## config.mk

```make
export PLATFORM = sky130hd
export DESIGN_NAME = serial_alu_arbiter
export DESIGN_NICKNAME = d
export VERILOG_FILES = /design/src/rtl/serial_alu_arbiter.sv
export SDC_FILE = /design/constraint.sdc
export NUM_CORES = 1
export LEC_CHECK = 0
export CAP_MARGIN = 0
export CORE_MARGIN = 5
export CORE_UTILIZATION = 51
export DETAILED_ROUTE_END_ITERATION = 8
export GPL_ROUTABILITY_DRIVEN = 0
export PLACE_DENSITY_LB_ADDON = 0.12
export SYNTH_ARGS = -nofsm -noshare
export SYNTH_HDL_FRONTEND = slang
export SYNTH_SLANG_ARGS = --single-unit
export TNS_END_PERCENT = 100
```

## constraint.sdc

```tcl
create_clock -name clk -period 3.8 [get_ports clk]
set_clock_uncertainty 0.05 [all_clocks]
set_input_delay 0.76 -clock clk [delete_from_list [all_inputs] [get_ports clk]]
set_output_delay 0.76 -clock clk [all_outputs]
set_load 0.005 [all_outputs]
```

## src/rtl/serial_alu_arbiter.sv

```systemverilog
// serial_alu_arbiter: round-robin arbiter for two requesters sharing one bit-serial ALU
module serial_alu_arbiter #(
    parameter int WIDTH = 4
) (
    input  logic             clk,
    input  logic             reset,
    input  logic             req0,
    input  logic             req1,
    input  logic [1:0]       op0,
    input  logic [1:0]       op1,
    input  logic [WIDTH-1:0] a0,
    input  logic [WIDTH-1:0] b0,
    input  logic [WIDTH-1:0] a1,
    input  logic [WIDTH-1:0] b1,
    output logic             gnt0,
    output logic             gnt1,
    output logic             done0,
    output logic             done1,
    output logic             busy,
    output logic             owner,
    output logic [WIDTH-1:0] result,
    output logic             zero,
    output logic             carry,
    output logic             sign
);
    localparam int IW = WIDTH > 1 ? $clog2(WIDTH) : 1;
    typedef enum logic [1:0] {IDLE, BUSY, DONE} state_t;
    state_t state, nxt;
    logic [IW-1:0] idx;
    logic [1:0] op;
    logic [WIDTH-1:0] ra, rb, acc, nacc;
    logic c, cn, s, ab, bb, prio, pick, take, last;
    // prio high means requester 1 wins a tie
    always_comb begin
        take = req0 | req1;
        pick = req1 & (~req0 | prio);
        ab = ra[idx];
        bb = rb[idx];
        last = idx == IW'(WIDTH - 1);
        s = op == 2'b11 ? ab & bb : op == 2'b10 ? ab ^ bb : ab ^ bb ^ c;
        cn = op == 2'b00 ? (ab & bb) | (ab & c) | (bb & c) :
             op == 2'b01 ? (~ab & bb) | (~ab & c) | (bb & c) : 1'b0;
        nacc = acc;
        nacc[idx] = s;
        nxt = state == IDLE ? (take ? BUSY : IDLE) : state == BUSY ? (last ? DONE : BUSY) : IDLE;
    end
    always_ff @(posedge clk) begin
        if (reset) begin
            state <= IDLE;
            idx <= '0;
            op <= '0;
            ra <= '0;
            rb <= '0;
            acc <= '0;
            c <= 1'b0;
            prio <= 1'b0;
            gnt0 <= 1'b0;
            gnt1 <= 1'b0;
            done0 <= 1'b0;
            done1 <= 1'b0;
            busy <= 1'b0;
            owner <= 1'b0;
            result <= '0;
            zero <= 1'b0;
            carry <= 1'b0;
            sign <= 1'b0;
        end else begin
            state <= nxt;
            busy <= nxt != IDLE;
            gnt0 <= state == IDLE && take && !pick;
            gnt1 <= state == IDLE && take && pick;
            done0 <= state == DONE && !owner;
            done1 <= state == DONE && owner;
            if (state == IDLE && take) begin
                owner <= pick;
                prio <= ~pick;
                op <= pick ? op1 : op0;
                ra <= pick ? a1 : a0;
                rb <= pick ? b1 : b0;
                idx <= '0;
                c <= 1'b0;
                acc <= '0;
            end
            if (state == BUSY) begin
                acc <= nacc;
                c <= cn;
                idx <= idx + 1'b1;
                if (last) begin
                    result <= nacc;
                    zero <= ~|nacc;
                    sign <= nacc[WIDTH-1];
                    carry <= cn;
                end
            end
        end
    end
endmodule

```

==> key figures, run 1 <==
Run status
  – Status: complete, no violations

Power and ir drop
  – Switching share of power: 23.06%
  – Pwr dens: 418.1 nW/µm²
  – Max IR drop VDD: 441.1 µV
  – Switch Pwr: about 0.18 mW
  – Overall power consumption: 0.7983 mW
  – Clk pwr share: slightly below 40%
  – Combinational Power Share: 15.4%
  – Seq pwr share: 44.8%
  – Internal power: 0.6143 mW
  – Static Leak: 0.7253 nW

Setup path
  – Critical path cell sequence: mux4_2 > inv_1 > fa_1 > nor2b_1 > o21ai_0 > o32ai_1
  – Crit path launch: idx[0]
  – Worst R2R Start: idx[0]
  – CP top delay family: multiplexers
  – WS Path Type: reg -> reg
  – WP data arrival: 2.66 ns
  – CP endpoint: acc[2]
  – Reg-to-reg slack, setup: 1.28 ns
  – Crit path largest cell delay: 0.61 ns
  – CP max FO: 6
  – Levels on crit path: 6
  – Worst path bufs/invs: 1
  – Reg2Reg Depth: 6
  – Slowest cell on the critical path: mux4_2
  – Reg2reg end: acc[2]
  – Crit. End Element: flop
  – CP startpoint kind: flop
  – Crit path required time: ~3.9 ns

Global route
  – GR Overflow Total: 0
  – Largest net degree at the start of global routing: 14
  – Initial antenna violation count: 0
  – Global Route Usage Sum: 17.60%
  – First-pass GRT wire length: 5.547 mm
  – Vias in the first global route: approximately 1,300

Clock network
  – H-Tree Depth: 2
  – Worst-skew pair later-pin latency: between 0.3 and 0.4 ns
  – Longest Clk Path Bufs: 2
  – Post-cts resize count: 0
  – Root Driver: clkbuf_4
  – Num CTS Buffers: 5
  – Postcts setup bufs: 0
  – Clock slew at reported path FFs: around 0.1 ns
  – CTS Hold Bufs: 0
  – CTS tree: built
  – Clock sink count: 31

STA
  – RSZ-0062 raised after global routing: false
  – Least-Margin Pin Slew: between 0.5 and 0.6 ns
  – Final setup vio count: 0
  – Final hold vios: 0
  – Fmax: 396.8 MHz
  – Post-route clock period utilization: between 60% and 70%
  – Fin crit period: 2.520 ns
  – Relative slew slack: between 60 and 70%
  – Slew Limit Fails: 0
  – TNS Setup: 0 ns

Yosys
  – Top-count cell post-synth: dfxtp_1
  – Ys Warns: 0
  – Syn avg cell area: 9.693 µm²
  – Ranking of synthesized cells by area: dfxtp_1 (43%), a221o_2 (6.2%), ha_1 (5.2%), and2_1 (4.7%), inv_1 (3.4%)
  – Post-synth EDFFs: 0
  – #FFs+latches synth: 31
  – Synth cell types: 33
  – Cell taking the most area after synthesis: dfxtp_1
  – Post-synth top cells: dfxtp_1 (31), inv_1 (13), nor2_1 (12)
  – Cells after synthesis: 150
  – Predominant post-synthesis flop cell: dfxtp_1
  – Post-synth top area share: between 40% and 50%
  – Syn nets: between 150 and 200
  – Async S/R FF share, synth: 0%
  – Synthesized cell area: 1454 µm²
  – Sequential fraction of the synthesis area: between 40% and 50%

Flow run
  – Max-cap violations: 0

Die
  – CORE AREA: 2734 µm²
  – Row count: 19
  – Initial Util: 53.18%
  – Boundary Pins: 37
  – Die height: 63.39 µm
  – Die area: 4018 µm²
  – Die width: around 63 µm

Routing
  – DRC viols: 0
  – Routed vias: 1,238
  – 1st-iter DRT viols: between 50 and 60
  – Average wire per standard cell: 14.50 µm
  – Detail Route Antenna Nets: 0
  – WL final: 3.160 mm
  – TritonRoute pass-1 iters: 4
  – Vias/cell: approximately 5.7

Min path
  – Hold crit path type: reg -> reg
  – Worst Hold Path Cells: 2

Place
  – Port buffer count: 36
  – Post-DP HPWL: 2.459 mm
  – Cells after DPL: 210

Final layout
  – Diodes inserted: 0
  – Final instance count without filler cells: ~220
  – Post-layout util: 69.84%
  – Nets@finish: 218
  – Fillers: 226
  – Area grow syn2layout: 31.33%
  – Share of layout cells above drive strength 1: around an eighth
[placed cells by master, fill, tap and decap left out, drive strengths merged]
cell,instances
o21ai,1
clkbuf,6
mux4,2
nand3,1
nor2,13
nand2b,3
nor4,1
nor3,4
nor2b,6
o32ai,3
a221o,8
or3b,1
mux2i,2
or2,1
and2,11
a22oi,2
a21oi,10
and3,1
bufinv,2
fa,2
a222oi,2
clkdlybuf4s50,36
nor4b,2
nand2,9
dfxtp,31
a211oi,5
o31ai,1
buf,1
a32o,1
inv,13
ha,6
[kinds of logic after synthesis]
family / count (synthesis) / synth area share, %
AND/OR/NAND/NOR: 53 / 19.45
AO/OA/AOI/OAI: 33 / 18.50
adder cells (fa/ha/maj): 8 / 7.917
buffers and inverters: 21 / 6.971
flip-flops: 31 / 42.69
multiplexers: 4 / 4.475
[area by class of cell]
| class | instances | area (µm²) | share of cell area (%) |
|---|---|---|---|
| Clock buffer | 6 | 41.29 | 2.163 |
| Clock inverter | 2 | 60.06 | 3.145 |
| Inverter | 13 | 48.80 | 2.556 |
| Multi-Input combinational cell | 98 | 732.0 | 38.34 |
| Sequential cell | 31 | 620.6 | 32.50 |
| Tap cell | 31 | 38.79 | 2.031 |
| Timing Repair Buffer | 37 | 367.9 | 19.27 |
[power by group through the flow]
stage | clock [mW] | sequential (mW) | combinational (mW)
floorplan | 0 | 0.359 | 0.0794
global placement | 0 | 0.364 | 0.118
detailed placement | 0 | 0.364 | 0.123
finish | 0.318 | 0.357 | 0.123
CTS | 0.325 | 0.357 | 0.123
global route | 0.346 | 0.361 | 0.137
[tightest hold or removal path, stage by stage (launching register included)]
cell and delay (ns):
dfxtp_1 0.32, nand2_1 0.05, a21oi_1 0.05
[routing by layer]
metal,up-vias,share of wire (%),global-route usage (%)
met5,-,0,0
met4,0,1.9,10.39
met3,5,5.3,5.151
met2,37,51,29.19
met1,597,42,19.71
li1,599,-,-
[flip-flops by register name, summed over array words and instances (netlist names), 2 cells and up]
| register | flops |
|---|---|
| rb | 4 |
| op | 2 |
| idx | 2 |
| result | 4 |
| acc | 3 |
| state | 2 |
| ra | 4 |
[stage by stage]
step                setup slack (ns)  area, µm²  hold slack (ns)
floorplan                      1.575       1454           0.3859
global placement               1.345       1808           0.3915
detailed placement             1.315       1808           0.4036
CTS                            1.301       1909           0.4163
global route                   1.099       1909           0.4484
finish                         1.280       1909           0.4191
[how the worst min path moves through the flow]
| stage | from | endpoint | slack [ns] |
|---|---|---|---|
| floorplan | acc[0] | acc[0] | 0.39 |
| global placement | owner | done0 | 0.39 |
| detailed placement | carry | carry | 0.40 |
| CTS | carry | carry | 0.42 |
| global route | acc[1] | acc[1] | 0.45 |
| finish | carry | carry | 0.42 |
Note: power is estimated with default switching activity, not from simulation.
==> run 2: changes to the inputs <==
--- a/config.mk
+++ b/config.mk
@@ -7,7 +7,7 @@
 export LEC_CHECK = 0
 export CAP_MARGIN = 0
 export CORE_MARGIN = 5
-export CORE_UTILIZATION = 51
+export CORE_UTILIZATION = 43
 export DETAILED_ROUTE_END_ITERATION = 8
 export GPL_ROUTABILITY_DRIVEN = 0
 export PLACE_DENSITY_LB_ADDON = 0.12
==> constraint.sdc (replaced) <==
create_clock -name clk -period 2.1 [get_ports clk]
set_clock_uncertainty 0.05 [all_clocks]
set_input_delay 0.42 -clock clk [delete_from_list [all_inputs] [get_ports clk]]
set_output_delay 0.42 -clock clk [all_outputs]
set_load 0.005 [all_outputs]
==> run 2 against run 1 <==
The run now ends with setup timing left. Sequential share of layout area is 1.6 points lower. Setup slack worse by 1.3 ns. Clock power hardly changed. First-iteration DRC count is 120% higher. Via count is 1.1% lower. Maximum frequency is 17% higher. Final area is 5.9% higher. Final cell count is 12% higher. Non-clock buffer count is 11 higher. Count of clock-buffer cells in the layout is 1 lower. Sequential cell count stayed put. Global-route usage is 1.8 points lower. Largest power group unchanged.
==> key figures, run 2 (synthesis results as in run 1) <==
Run status
  – Status: finished with violations
  – Failing checks: setup timing

Setup path
  – Worst path bufs/invs: 1 (unchanged)
  – Levels on crit path: 7 (+1)
  – Crit path largest cell delay: 0.55 ns (-0.06 ns)
  – WS Path Type: reg -> reg
  – CP startpoint kind: flop
  – Critical path cell sequence: mux4_2 > fa_1 > nand2b_1 > buf_4 > o31ai_4 > nor2_2 > a32o_1
  – CP max FO: 4 (-2)
  – Reg2Reg Depth: 7 (+1)
  – Crit. End Element: flop
  – Crit path required time: 2.27 ns (-1.67 ns)
  – Slowest cell on the critical path: mux4_2
  – CP top delay family: multiplexers
  – WP data arrival: 2.33 ns (-0.33 ns)

Min path
  – Hold crit path type: reg -> reg
  – Worst Hold Path Cells: 2 (unchanged)

Final layout
  – Final instance area: 2022 µm² (+5.9%)
  – Top flop regs: ra x4, rb x4, result x4
  – Post-layout util: 61.07% (-8.8 points)
  – Area grow syn2layout: 39.07%
  – Share of layout cells above drive strength 1: 22.73% (+10 points)
  – Leading cell type in the layout, fill and taps excluded: clkdlybuf4s50_1
  – Nets@finish: 229 (+5.0%)
  – Diodes inserted: 0 (unchanged)
  – Commonest non-fill, non-tap cells in the layout: clkdlybuf4s50_1 (36), dfxtp_1 (30), inv_1 (12), and2_1 (11), nor2_1 (11)
  – Fillers: 310 (+37%)

Place
  – Pre-CTS setup slack: -0.1287 ns (-1.443 ns)
  – DP Area: 1903 µm² (+5.3%)
  – Post-DP HPWL: 2.551 mm (+3.7%)
  – Port buffer count: 36 (unchanged)

Routing
  – Detail Route Antenna Nets: 0 (unchanged)
  – TritonRoute pass-1 iters: 4 (unchanged)
  – Routed vias: 1,225 (-1.1%)
  – DRC viols: 0 (unchanged)
  – WL final: 3.228 mm (+2.2%)
  – Average wire per standard cell: 13.23 µm (-8.7%)
  – Vias/cell: 5.020 (-12%)
  – 1st-iter DRT viols: 130 (+120%)

Power and ir drop
  – Static Leak: 0.7700 nW (+6.2%)
  – Max IR drop VDD: 406.7 µV (-7.8%)
  – Overall power consumption: 1.242 mW (+56%)
  – Pwr dens: 614.1 nW/µm² (+47%)
  – Switch Pwr: 0.3414 mW (+85%)
  – Combinational Power Share: 22.4% (+7.0 points)
  – Internal power: 0.9002 mW (+47%)
  – Switching share of power: 27.50% (+4.4 points)
  – Seq pwr share: 51.9% (+7.1 points)
  – Clk pwr share: 25.7% (-14 points)

Die
  – Boundary Pins: 37 (unchanged)
  – CORE AREA: 3311 µm² (+21%)
  – Row count: 21 (+2)
  – Die area: 4644 µm² (+16%)
  – Initial Util: 43.92% (-9.3 points)
  – Die width: 68.15 µm (+7.5%)
  – Die height: 68.15 µm (+7.5%)

Clock network
  – Longest Clk Path Bufs: 2 (unchanged)
  – H-Tree Depth: 2 (unchanged)
  – Worst-skew pair later-pin latency: 0.32 ns (-0.02 ns)
  – Clock slew at reported path FFs: 0.10 ns (about the same)
  – Num CTS Buffers: 5 (unchanged)
  – CTS tree: built
  – Root Driver: clkbuf_4
  – CTS Hold Bufs: 0 (unchanged)
  – Clock sink count: 31 (unchanged)

Global route
  – Initial antenna violation count: 0 (unchanged)
  – Largest net degree at the start of global routing: 22 (+8)
  – GR Overflow Total: 0 (unchanged)
  – Vias in the first global route: 1,214 (-4.8%)
  – First-pass GRT wire length: 5.416 mm (-2.4%)
  – Global Route Usage Sum: 15.77% (-1.8 points)

STA
  – Fin crit period: 2.157 ns (-0.3632 ns)
  – TNS Setup: -0.2041 ns (-0.2041 ns)
  – Final hold vios: 0 (unchanged)
  – Least-Margin Pin Slew: 0.4084 ns (-0.1082 ns)
  – Relative slew slack: 72.77% (+7.3 points)
  – Post-route clock period utilization: 102.7% (+36 points)
  – Final setup vio count: 4 (+4)
  – Slew Limit Fails: 0 (unchanged)
  – RSZ-0062 raised after global routing: true
  – Fin worst setup slack: -0.05719 ns (-1.337 ns)
  – Fmax: 463.6 MHz (+17%)

Flow run
  – Max-cap violations: 0 (unchanged)
[run 2: path summary, 6_finish.rpt]
kind               start     to  slack, ns
hold / removal     carry  carry       0.41
hold reg to reg    carry  carry       0.41
setup reg to reg  idx[0]   zero      -0.06
setup / recovery  idx[0]   zero      -0.06
[run 2: final cells by class]
class                           count  area, µm²  share of cell area (%)
Clock inverter                      3      15.01                  0.7426
Inverter                           13      48.80                   2.413
Sequential cell                    31      624.3                   30.88
Multi-Input combinational cell     98      772.0                   38.18
Timing Repair Buffer               48      466.7                   23.08
Tap cell                           46      57.56                   2.847
Clock buffer                        5      37.54                   1.856
[run 2: worst register-to-register path, cell delays in order (launching register included)]
cell and delay [ns]:
dfxtp_4 0.37, mux4_2 0.55, fa_1 0.52, nand2b_1 0.07, buf_4 0.14, o31ai_4 0.06
nor2_2 0.08, a32o_1 0.21
[run 2: power by group through the flow]
stage,clock network [mW],registers (mW),logic [mW]
CTS,0.332,0.645,0.252
finish,0.319,0.645,0.278
detailed placement,0,0.658,0.242
global placement,0,0.657,0.235
global route,0.358,0.649,0.307
floorplan,0,0.650,0.144
[run 2: per-stage QoR]
stage | std cells | hold WS [ns]
after CTS | 242 | 0.4125
after floorplan | 150 | 0.3859
after detailed placement | 233 | 0.3975
after global placement | 233 | 0.3837
after global routing | 244 | 0.4437
final | 244 | 0.4097
[run 2: metal layers]
metal,share of wire [%],global-route usage (%)
met4,1.5,4.963
met5,0,0
met2,50,26.71
met3,5.5,5.747
met1,43,18.45
[run 2: repair_timing]
item | in CTS | in global routing
endpoints found under the setup margin | 8 | 9
buffers inserted | 1 | 2
pin swaps | 3 | 5
resized for setup | 4 | 8
